## src/rtl/twi_pkg.sv

```systemverilog
// Shared types and constants for the TWI frame decoder.
package twi_pkg;

  localparam int BYTE_W   = 8;
  localparam int BITCNT_W = 3;

  // Frame decoder states: waiting for START, shifting data bits, sampling the 9th (ACK) bit.
  typedef enum logic [1:0] {
    IDLE = 2'b00,
    DATA = 2'b01,
    ACK  = 2'b10
  } state_t;

endpackage

```

## src/rtl/twi_edge_detect.sv

```systemverilog
// Keeps the previous SCL/SDA levels and derives the bus events from them.
module twi_edge_detect (
  input  logic clk,
  input  logic reset,
  input  logic scl_in,
  input  logic sda_in,
  output logic scl_rise,
  output logic scl_fall,
  output logic start_c,
  output logic stop_c
);

  logic scl_q;
  logic sda_q;

  // History registers start at the idle-bus level so leaving reset never looks like an edge.
  always_ff @(posedge clk) begin
    // NOTE: sequential state is written with non-blocking assignments so every register samples pre-edge values.
    if (reset) begin
      scl_q <= 1'b1;
      sda_q <= 1'b1;
    end else begin
      scl_q <= scl_in;
      sda_q <= sda_in;
    end
  end

  // SDA moving while SCL is steadily high is a START (falling) or STOP (rising);
  // if SCL changes in the same cycle the SDA change is an ordinary data transition.
  assign scl_rise = scl_in & ~scl_q;
  assign scl_fall = ~scl_in & scl_q;
  assign start_c  = scl_q & scl_in & sda_q & ~sda_in;
  assign stop_c   = scl_q & scl_in & ~sda_q & sda_in;

endmodule

```

## src/rtl/twi_frame_decoder.sv

```systemverilog
// Passive TWI frame decoder: frames bytes between START/STOP, reports ACK,
// address byte, framing errors and SCL stall timeouts. Never drives the bus.
module twi_frame_decoder
  import twi_pkg::*;
#(
  parameter int TIMEOUT_CYCLES = 65535
) (
  input  logic              clk,
  input  logic              reset,
  input  logic              scl_in,
  input  logic              sda_in,
  output logic              start_det,
  output logic              stop_det,
  output logic              byte_valid,
  output logic [BYTE_W-1:0] byte_out,
  output logic              ack_bit,
  output logic              is_addr,
  output logic              frame_err,
  output logic              timeout,
  output logic              busy
);

  localparam int               CNT_W     = $clog2(TIMEOUT_CYCLES + 1);
  localparam logic [CNT_W-1:0] TMO_LIMIT = CNT_W'(TIMEOUT_CYCLES);
  localparam logic [BITCNT_W-1:0] LAST_BIT = BITCNT_W'(BYTE_W - 1);

  logic scl_rise;
  logic scl_fall;
  logic start_c;
  logic stop_c;

  state_t              state_q,     state_d;
  logic [BITCNT_W-1:0] bit_cnt_q,   bit_cnt_d;
  logic [BYTE_W-1:0]   shreg_q,     shreg_d;
  logic                first_q,     first_d;
  logic                rise_pend_q, rise_pend_d;
  logic [CNT_W-1:0]    tmo_q,       tmo_d;

  logic [BYTE_W-1:0]   byte_d;
  logic                ack_d;
  logic                addr_d;
  logic                start_d;
  logic                stop_d;
  logic                valid_d;
  logic                err_d;
  logic                tmo_pulse_d;
  logic                tmo_hit;
  logic                mid_byte;

  twi_edge_detect u_edge (
    .clk      (clk),
    .reset    (reset),
    .scl_in   (scl_in),
    .sda_in   (sda_in),
    .scl_rise (scl_rise),
    .scl_fall (scl_fall),
    .start_c  (start_c),
    .stop_c   (stop_c)
  );

  // The SCL rise that opens a START/STOP clock has already been counted as a
  // bit; discount it while SCL is still high so a clean STOP/repeated START
  // after a complete byte is not reported as a framing error.
  assign mid_byte = (state_q == ACK) ||
                    ((state_q == DATA) && (bit_cnt_q > BITCNT_W'(rise_pend_q)));

  // Next-state, datapath and pulse decode; START/STOP beat timeout, timeout beats bit sampling.
  always_comb begin
    // NOTE: every signal written here gets a default first, so no path leaves one unassigned and no latch is inferred.
    state_d     = state_q;
    bit_cnt_d   = bit_cnt_q;
    shreg_d     = shreg_q;
    first_d     = first_q;
    rise_pend_d = rise_pend_q;
    tmo_d       = tmo_q;
    byte_d      = byte_out;
    ack_d       = ack_bit;
    addr_d      = is_addr;
    start_d     = 1'b0;
    stop_d      = 1'b0;
    valid_d     = 1'b0;
    err_d       = 1'b0;
    tmo_pulse_d = 1'b0;

    if (scl_rise) begin
      rise_pend_d = 1'b1;
    end else if (scl_fall) begin
      rise_pend_d = 1'b0;
    end

    if ((state_q == IDLE) || scl_rise || scl_fall || start_c || stop_c) begin
      tmo_d = '0;
    end else if (tmo_q != TMO_LIMIT) begin
      tmo_d = tmo_q + CNT_W'(1);
    end
    tmo_hit = (state_q != IDLE) && (tmo_d == TMO_LIMIT);

    case (state_q)
      IDLE: begin
        if (start_c) begin
          start_d   = 1'b1;
          state_d   = DATA;
          bit_cnt_d = '0;
          first_d   = 1'b1;
        end
      end

      DATA, ACK: begin
        if (start_c) begin
          start_d   = 1'b1;
          err_d     = mid_byte;
          state_d   = DATA;
          bit_cnt_d = '0;
          first_d   = 1'b1;
        end else if (stop_c) begin
          stop_d    = 1'b1;
          err_d     = mid_byte;
          state_d   = IDLE;
          bit_cnt_d = '0;
        end else if (tmo_hit) begin
          tmo_pulse_d = 1'b1;
          state_d     = IDLE;
          bit_cnt_d   = '0;
        end else if (scl_rise) begin
          if (state_q == DATA) begin
            shreg_d = {shreg_q[BYTE_W-2:0], sda_in};
            if (bit_cnt_q == LAST_BIT) begin
              state_d   = ACK;
              bit_cnt_d = '0;
            end else begin
              bit_cnt_d = bit_cnt_q + BITCNT_W'(1);
            end
          end else begin
            byte_d  = shreg_q;
            ack_d   = sda_in;
            addr_d  = first_q;
            valid_d = 1'b1;
            first_d = 1'b0;
            state_d = DATA;
          end
        end
      end

      default: begin
        state_d   = IDLE;
        bit_cnt_d = '0;
      end
    endcase
  end

  // State, datapath and registered outputs; reset is synchronous and there is no RAM to clear.
  always_ff @(posedge clk) begin
    if (reset) begin
      state_q     <= IDLE;
      bit_cnt_q   <= '0;
      shreg_q     <= '0;
      first_q     <= 1'b0;
      rise_pend_q <= 1'b0;
      tmo_q       <= '0;
      byte_out    <= '0;
      ack_bit     <= 1'b0;
      is_addr     <= 1'b0;
      start_det   <= 1'b0;
      stop_det    <= 1'b0;
      byte_valid  <= 1'b0;
      frame_err   <= 1'b0;
      timeout     <= 1'b0;
      busy        <= 1'b0;
    end else begin
      state_q     <= state_d;
      bit_cnt_q   <= bit_cnt_d;
      shreg_q     <= shreg_d;
      first_q     <= first_d;
      rise_pend_q <= rise_pend_d;
      tmo_q       <= tmo_d;
      byte_out    <= byte_d;
      ack_bit     <= ack_d;
      is_addr     <= addr_d;
      start_det   <= start_d;
      stop_det    <= stop_d;
      byte_valid  <= valid_d;
      frame_err   <= err_d;
      timeout     <= tmo_pulse_d;
      busy        <= (state_d != IDLE);
    end
  end

endmodule

```

## config.mk

```make
export PLATFORM = sky130hd
export DESIGN_NAME = twi_frame_decoder
export DESIGN_NICKNAME = d
export VERILOG_FILES = /design/src/rtl/twi_pkg.sv /design/src/rtl/twi_edge_detect.sv /design/src/rtl/twi_frame_decoder.sv
export SDC_FILE = /design/constraint.sdc
export NUM_CORES = 1
export LEC_CHECK = 0
export BUFFER_PORTS_ARGS = -buffer_cell sky130_fd_sc_hd__clkbuf_2
export CAP_MARGIN = 20
export CORE_MARGIN = 2
export CORE_UTILIZATION = 59
export CTS_CLUSTER_DIAMETER = 100
export DETAILED_ROUTE_END_ITERATION = 8
export GPL_ROUTABILITY_DRIVEN = 0
export PLACE_DENSITY = 0.84
export SLEW_MARGIN = 25
export SYNTH_ARGS = -nofsm -noshare
export SYNTH_HDL_FRONTEND = slang
export SYNTH_SLANG_ARGS = --single-unit
```

## constraint.sdc

```tcl
create_clock -name clk -period 3.8 [get_ports clk]
set_clock_uncertainty 0.05 [all_clocks]
set_input_delay 0.95 -clock clk [delete_from_list [all_inputs] [get_ports clk]]
set_output_delay 0.95 -clock clk [all_outputs]
set_load 0.005 [all_outputs]
```

# Word level (Yosys, flattened, before mapping)
# Cells that the tools add are included.
# classes
add_sub_neg,2
n_mux,33
n_lt_le_gt_ge,1
n_eq_ne,12
bitwise,18
reduce_logical,23
# op_table
operator,n
16-bit two-way mux,2
3-bit two-way mux,7
6-bit AND reduction,3
"16-bit by 1-bit adder with 16-bit output, second input constant",1
"16-bit equality test, second input constant",1
"16-bit inequality test, second input constant",1
1-bit two-way mux,14
2-bit two-way mux,7
"3-bit inequality test, second input constant",4
1-bit inverter,11
"5-bit inequality test, second input constant",2
2-bit nonzero test,4
1-bit bitwise AND,7
3-bit case mux with 2 select lines,1
2-bit OR reduction,3
3-bit OR reduction,2
6-bit OR reduction,1
1-bit logical OR,5
2-bit case mux with 2 select lines,1
4-bit OR reduction,1
"3-bit by 1-bit adder with 3-bit output, second input constant",1
"3-bit equality test, second input constant",1
3-bit by 1-bit greater-than comparator with 1-bit output,1
3-bit AND reduction,1
other kinds (6),7
# totals
out_inout_bits,16
input_bits,4
word_cells,106
regBits,49

# Longest topological paths before layout
# Gate-level depths: netlist of run 1.
# logic_depth
ltp_word,14
ltp_mapped,9
mapped_depth_nobuf,8

# Hierarchy
# From an unflattened synthesis of run 1, not the netlist that was laid out.
# hier_totals
cells_unflattened,276
area_unflattened_um2,2273.4
# by_module_without_submodules
module,cells_per_inst,seq_area_each_um2,area_each_um2,n_inst
twi_frame_decoder,268,940.9,2188.3,1
twi_edge_detect,8,40.0,85.1,1

# Least setup slack after synthesis of run 1
# OpenSTA, ideal clock, no wires.
# synth_path
path_kind,input to register
start,input scl_in
end,register bit_cnt_q[0]
t_required_ns,3.678
stages,7
slack_ns,0.700
setup_ns,0.072
path_buffers,0
arrival_time_ns,2.978
cell_sequence,ha_1 a2111o_1 or4b_4 nor4_4 a31oi_4 a211oi_4 mux2i_1
# synth_via
elab_chain_len,12
elab_cells_between_ends,23
cone_classes,eq/ne: 4; mux: 5; bitwise: 8; reduce/logical: 6
# synth_lines
item,line_no,text
"start, declared",twi_frame_decoder.sv:10,"input logic scl_in,"
"1-bit bitwise AND, or another cell as far along","twi_edge_detect.sv:32, twi_edge_detect.sv:33",
"1-bit bitwise AND, or another cell as far along",twi_edge_detect.sv:32,assign start_c = scl_q & scl_in & sda_q & ~sda_in;
1-bit bitwise AND / 1-bit logical OR (equally long branches),"twi_edge_detect.sv:32, twi_frame_decoder.sv:91",
1-bit logical OR (2 in a row),twi_frame_decoder.sv:91,if ((state_q == IDLE) || scl_rise || scl_fall || start_c || stop_c) begin
16-bit two-way mux,twi_frame_decoder.sv:91,
16-bit equality test,twi_frame_decoder.sv:96,tmo_hit = (state_q != IDLE) && (tmo_d == TMO_LIMIT);
1-bit logical AND,twi_frame_decoder.sv:96,
3-bit two-way mux,twi_frame_decoder.sv:120,end else if (tmo_hit) begin
3-bit two-way mux,twi_frame_decoder.sv:115,end else if (stop_c) begin
3-bit two-way mux,twi_frame_decoder.sv:109,if (start_c) begin
3-bit case mux with 2 select lines,twi_frame_decoder.sv:98,case (state_q)
"end signal, assigned",twi_frame_decoder.sv:171,bit_cnt_q <= bit_cnt_d;
"end, declared",twi_frame_decoder.sv:33,"logic [BITCNT_W-1:0] bit_cnt_q, bit_cnt_d;"
# Several ways; a longest one is shown, not always the timed one.
# A chain may end at the register's enable or synchronous reset.

# Worst setup path after layout of run 1
# Same ends and word-level chain as after synthesis.

==> run summary, run 1 <==
The logs give 0.246 mV for the peak supply drop and 2540 um2 for the placement-stage cell area. The tools report the number of instances in the synthesized netlist as 265. The tools report the number of cells in the finished layout apart from fillers as 333. By count the netlist is led by dfxtp_1, nor2_1, mux2i_1. Yosys printed 0 warnings. The share of cells above drive strength 1 came out at 14.5%.

Compared with the post-synthesis result, the final layout area differs by 9.04%. Dividing the detail-routed via count by the number of cells gives 5.73. Summed over all layers, the global routing overflow is 0.

The die covers 4630 um2. After clock tree synthesis, the setup repair step added 0 buffers. The transition time of the tightest slew-check pin is 0.639 ns, and the y dimension of the die is 68.1 um. The critical path required time was 3.99 ns. Based on the critical path, the design can be clocked at up to 324 MHz. Static leakage: 1.04 nW. In this run the critical register-to-register path is captured at bit_cnt_q[0]. The count of hold buffers inserted by post-cts repair is 0. The worst-path maximum fanout was 8; the fraction of synthesized cell area taken by the top area cell type was 40.5%.

The termination of the worst setup path is bit_cnt_q[0]. The cell taking the most area after synthesis was dfxtp_1. Total instance count after detailed placement: 325. The flow ran to the end, and the final reports show no timing, DRC or antenna violations. The critical path start-end classification is in2reg.

STA puts the critical path data arrival time at 3.27 ns. The synthesized netlist devotes 2.53% of its cell area to XOR and XNOR gates. Entering global routing, the biggest net connects 34 pins.

Once layout is done, the placed cells without fillers occupy 2640 um2. For this configuration, the core starts out at a cell density of 61.0%. The number of nets in the synthesized netlist is 281.

Setup repair after global routing left no endpoint under its margin. The first global-routing pass estimated 7330 um of wire. The worst path needs 3.09 ns of the cycle, external delays included.

The post-synthesis compound-gate area fraction is 13.9%. The clock latency reported for the late side of the worst-skew pair was 0.31 ns; the post-synthesis simple-gate area fraction was 23.5%. First element of the critical path: scl_in. For the total number of vias, the log shows 1909. The residual DRC count is 0, and the post-cts resize count is 0. The flip-flop and latch count after synthesis was 49.

The number of antenna violations at the first check in global routing is 0, and the count of input and output buffers is 19. The region available for standard cell placement spans 3970 um2. Counting flops with a built-in enable in the synthesized netlist gives 0. For this run, the leading register cell type out of synthesis is dfxtp_1. CTS saw 49 sinks. In this run the deepest clock path goes through 2 buffers. Setup total negative slack on the finished layout was measured at 0 ns. The portion of netlist area occupied by mux cells is 9.92%. The run gives 0 as the number of failing hold endpoints at the final stage. The share of synthesized flip-flops with an asynchronous set or reset is 0%, and the count of antenna-violating nets left after detailed routing is 0. Setup violations remaining at the end of the flow were counted as 0. The tools report the number of global-route vias before repair as 1632. After detailed routing, the average wire length per cell comes to 13.5 um. By area the synthesized netlist is led by dfxtp_1, mux2i_1, nor2_1.

The worst register-to-register path begins at tmo_q[0]. The critical path capture point type was a flip-flop. For this design the ratio of total power to cell area is 340 nW/um2. The number of different library cells used by synthesis comes to 49. A synthesized cell averages 9.14 um2.

The worst register-to-register path has a depth of 8. Of the available clock period, the critical path in the final layout requires 81.2%. In this run, CTS created clock tree buffers numbering 5. The tools report the clock tree root driver cell as clkbuf_8. The maximum level of the CTS H-tree came out at 2. The worst hold path belongs to the class reg2reg.

Across all register-to-register paths, the minimum setup slack is 0.76 ns. Critical path launch point type: an input pin. After clock tree synthesis, the clock-pin slew on the worst setup and hold paths is 0.09 ns. The wire-length estimate of the detail-placed layout is 3270 um. The run gives 0 as the antenna diode instance count.

Iteration-0 DRC count of the detailed router: 95. The tools report the detailed-router iteration count before antenna repair as 4. By instance count, the leading cell after synthesis is dfxtp_1. The proportion of synthesized chip area in sequential cells was 40.5%; the final net count was 298. The count of pins on the block boundary came out at 20.

TritonCTS built the clock tree. The max-slew violation total from the final report was 0. The post-detailed-routing wire length was 4510 um. The synthesized netlist occupies a cell area of 2420 um2.

The adder and majority gate portion of the synthesized area came out at 6.20%. After synthesis, the largest family of logic cells by area is simple AND/OR/NAND/NOR gates. The logs give 57.1% for the normalized max-slew margin and 0 for the number of violations of the max-capacitance limit. After floorplanning, the core was divided into 23 placement rows. Global routing used 21.1% of the available tracks. The horizontal die dimension came out at 68.1 um.
-- state kept, by name, indices dropped and copies added, names as in the netlist, 2 cells and up --
signal and cells:
shreg_q 8, bit_cnt_q 3, tmo_q 16, byte_out 8, state_q 2
-- layout make-up --
type,count,area (um2)
Clock buffer,5,68.8
Multi-Input combinational cell,195,1360
Tap cell,50,62.6
Clock inverter,3,26.3
Sequential cell,49,981
Timing Repair Buffer,20,103
Inverter,11,41.3
Fill cell,339,1330
-- placed cells by master (no fill, tap or decap), types with 3 or more instances in the layout --
master    instances
clkbuf_8          5
mux2i_1          24
clkbuf_2         19
a21oi_1           7
inv_1            11
or3_1             4
xnor2_1           3
and3_1            4
or2_2             4
nand3_1           9
o21ai_0           7
nand2b_1          4
nor2_1           45
ha_1             12
nor3_1            8
xor2_1            4
dfxtp_1          49
a211oi_1          4
nand2_1          16
-- where the power goes --
part / internal (mW) / switching (mW)
sequential: 0.519 / 0.00466
combinational: 0.0233 / 0.0362
clock: 0.134 / 0.182
-- critical path, cell delays in order --
cell and delay, ns:
clkbuf_2 0.11, ha_1 0.29, a2111o_1 0.44, or4b_4 0.54, nor4_4 0.29, a31oi_4 0.15, a211oi_4 0.28, mux2i_1 0.23
-- cells by family after synthesis --
| logic type | after synthesis |
|---|---|
| XOR/XNOR | 7 |
| adder cells (fa/ha/maj) | 12 |
| buffers and inverters | 21 |
| multiplexers | 24 |
| AO/OA/AOI/OAI | 41 |
| flip-flops | 49 |
| AND/OR/NAND/NOR | 111 |
-- how the worst min path moves through the flow --
stage | cells after the start | slack [ns] | to | start
global route | 2 | 0.48 | shreg_q[7] | shreg_q[7]
CTS | 2 | 0.46 | byte_out[4] | byte_out[4]
global placement | 2 | 0.42 | byte_out[7] | shreg_q[7]
finish | 2 | 0.45 | byte_out[6] | byte_out[6]
floorplan | 2 | 0.41 | byte_out[7] | shreg_q[7]
detailed placement | 2 | 0.43 | byte_out[6] | byte_out[6]
-- stage by stage --
stage	total power [mW]	util, %	setup WS (ns)	hold WS [ns]
5_1_grt	0.931	66.5	0.575	0.481
3_5_place_dp	0.594	64.1	0.384	0.434
2_1_floorplan	0.580	-	0.700	0.410
4_1_cts	0.908	66.5	0.708	0.458
3_3_place_gp	0.593	64.1	0.486	0.424
6_report	0.899	66.5	0.715	0.453
-- routing by layer --
metal / vias to the layer above / routed length [um] / track usage, %
li1: 975 / - / -
met1: 890 / 2170 / 27.1
met2: 35 / 2060 / 32.5
met3: 9 / 180 / 6.25
met4: 0 / 95 / 9.75
met5: - / 0 / 0
(Power assumes the default switching activity.)
==> run 2, diff against run 1 <==
- clock period: 3.8 -> 2.95 ns (I/O delays scaled with it)
==> run 2 against run 1 <==
Effect of this change:
- sequential share of layout area fell by 1.7 points
- utilization rose by 3.2 points
- largest cell class unchanged
- critical endpoint is now bit_cnt_q[1]
- non-clock buffer count rose by 15
- cell count rose by 4.5%
- sequential cell count did not move
- critical path type is now reg2reg
- highest routed layer unchanged
- power rose by 32%
==> run summary, run 2 (synthesized netlist as in run 1, its figures left out) <==
The iteration-0 DRC count of the detailed router was 189 (was 95); the count of standard-cell rows was 23 (unchanged). The starting utilization of the core area was 61.0% (unchanged). The count of pins on the block boundary was 20 (unchanged).

The transition time of the tightest slew-check pin is 0.453 ns (was 0.639 ns), and the hold slack is 0.454 ns (was 0.453 ns). The clock period minus final worst setup slack was 2.75 ns; the wire length of the first global-routing pass was 7760 um (was 7330 um). The share of cells above drive strength 1 is 19.1% (was 14.5%).

Area of the core: 3970 um2 (unchanged). The run gives 4930 um (was 4510 um) as the post-detailed-routing wire length. The max-slew violation total from the final report is 0 (unchanged). Dividing the final minimum period by the clock period gives 93.1%. Setup repair after global routing left no endpoint under its margin. The run gives 1749 (was 1632) as the number of global-route vias before repair.

The number of vias per cell was 5.70 (was 5.73). The count of antenna-violating nets left after detailed routing is 0 (unchanged), and the total power divided by cell area is 428 nW/um2 (was 340 nW/um2). The tools report the final net count as 313 (was 298). The y dimension of the die works out to 68.1 um (unchanged). Registers with the most flip-flops: tmo_q: 16 flops, byte_out: 8 flops, shreg_q: 8 flops (unchanged). Largest net degree at the start of global routing: 24 (was 34). Buffering stage count on the worst path with inverters included: 0 (was 1). The count of final setup violators came out at 0 (unchanged).

The number of violations of the max-capacitance limit is 0 (unchanged), and the setup fix buffers added after clock tree synthesis is 0 (unchanged). The residual DRC count came out at 0 (unchanged). The slowest cell on the critical path was or4b_4 (unchanged).

The delay of the slowest cell on the worst path was 0.56 ns (was 0.54 ns). The run gives 4 (unchanged) as the detailed-router iteration count before antenna repair. The tools report the maximum level of the CTS H-tree as 2 (unchanged).

The total number of vias came out at 1983 (was 1909). The logs give 49 (unchanged) for the total clock sinks and 364 MHz for the timing-limited maximum frequency. The clock buffer count from CTS came out at 5 (unchanged). Largest register by flop count: tmo_q (unchanged). The tools report the number of failing hold endpoints at the final stage as 0 (unchanged). The worst hold path class is reg2reg (unchanged). The peak supply drop is 0.330 mV (was 0.246 mV), and the count of input and output buffers is 19 (unchanged). For the clock latency reported for the late side of the worst-skew pair, the log shows 0.31 ns (about the same). Most frequent standard cell in the layout excluding fill and tap cells: dfxtp_1 (unchanged). The relative area change from synthesis to final layout came out at 14.4% (was 9.04%). The critical path start-end classification was reg2reg (was in2reg).

The logs give 1.12 nW (was 1.04 nW) for the static leakage and 0 (unchanged) for the antenna diode instance count. The number of antenna violations at the first check in global routing is 0 (unchanged). Critical path launch point type: a flip-flop (was an input pin). The category of cells accounting for the largest share of critical-path delay was simple AND/OR/NAND/NOR gates (was compound AO/OA/AOI/OAI gates). The total grt overflow was 0 (unchanged); the total global-route track usage was 22.5% (was 21.1%).

The area of the die is 4630 um2 (unchanged). Worst path cell trace: ha_2 > a31oi_1 > or3_1 > or4b_4 > nor4_4 > a31oi_4 > a211oi_4 > mux2i_1 (was clkbuf_2 > ha_1 > a2111o_1 > or4b_4 > nor4_4 > a31oi_4 > a211oi_4 > mux2i_1). Critical path capture point type: a flip-flop (unchanged). The run finished with clean final reports. Clock transition at the registers of the reported paths: 0.09 ns (about the same). The number of flip-flops under the largest register name was 16 (unchanged).

TritonCTS built the clock tree. The normalized max-slew margin is 69.8% (was 57.1%), and the worst-path maximum fanout is 7 (was 8). Commonest cells after routing, fill and taps aside: dfxtp_1, nor2_1, mux2i_1 (unchanged). The detailed-route wire length per cell is 14.2 um (was 13.5 um), and the clock tree buffer depth is 2 (unchanged). The logs give 69.7% (was 66.5%) for the final core utilization and 2.94 ns (was 3.27 ns) for the data arrival time of the critical path. Sum of net half-perimeters after detailed placement: 3650 um (was 3270 um). Horizontal die dimension: 68.1 um (unchanged).

The run gives 3.14 ns (was 3.99 ns) as the critical path required time. The clock tree root driver cell is clkbuf_8 (unchanged).
run 2: metal layers:
metal	GRT usage, %	share of wire (%)	wire [um]
met5	0	0	0
met4	7.50	0.97	48
met3	5.43	4.9	242
met2	38.8	50	2480
met1	27.4	44	2160
run 2: stage by stage:
| step | TNS, ns | cell area, um2 | power (mW) | instances | setup WS, ns |
|---|---|---|---|---|---|
| 5_1_grt | 0 | 2770 | 1.23 | 348 | 0.0653 |
| 6_report | 0 | 2770 | 1.19 | 348 | 0.204 |
| 2_1_floorplan | 0 | 2420 | 0.747 | 265 | 0.0627 |
| 4_1_cts | 0 | 2760 | 1.20 | 348 | 0.106 |
| 3_3_place_gp | -0.101 | 2660 | 0.774 | 340 | -0.0518 |
| 3_5_place_dp | -0.269 | 2660 | 0.776 | 340 | -0.114 |
run 2: worst register-to-register path: stages, from the launching register on:
cell,delay (ns)
dfxtp_1,0.37
ha_2,0.27
a31oi_1,0.14
or3_1,0.36
or4b_4,0.56
nor4_4,0.29
a31oi_4,0.15
a211oi_4,0.28
mux2i_1,0.21
run 2: final cells by class:
class	instances	area, um2
fillers	313	1200
clock buffers	5	68.8
multi-input cells	195	1370
inverters	11	41.3
flip-flops and latches	49	981
clock inverters	3	28.8
well taps	50	62.6
repair buffers	35	215
run 2: report_power, final:
part           internal [mW]  total, mW  switching [mW]
combinational         0.0381     0.0888          0.0508
sequential             0.668      0.673         0.00425
clock                  0.179      0.425           0.246
run 2: final timing paths:
| kind | start | endpoint | slack, ns | cells past startpoint |
|---|---|---|---|---|
| setup reg to reg | tmo_q[1] | bit_cnt_q[1] | 0.20 | 8 |
| hold / removal | ack_bit | ack_bit | 0.45 | 2 |
| setup / recovery | tmo_q[1] | bit_cnt_q[1] | 0.20 | 8 |
| hold reg to reg | ack_bit | ack_bit | 0.45 | 2 |
run 2: repair_timing:
action	CTS	global route
hold buffers	0	0
setup endpoints to repair	0	2
gates resized for setup	0	2
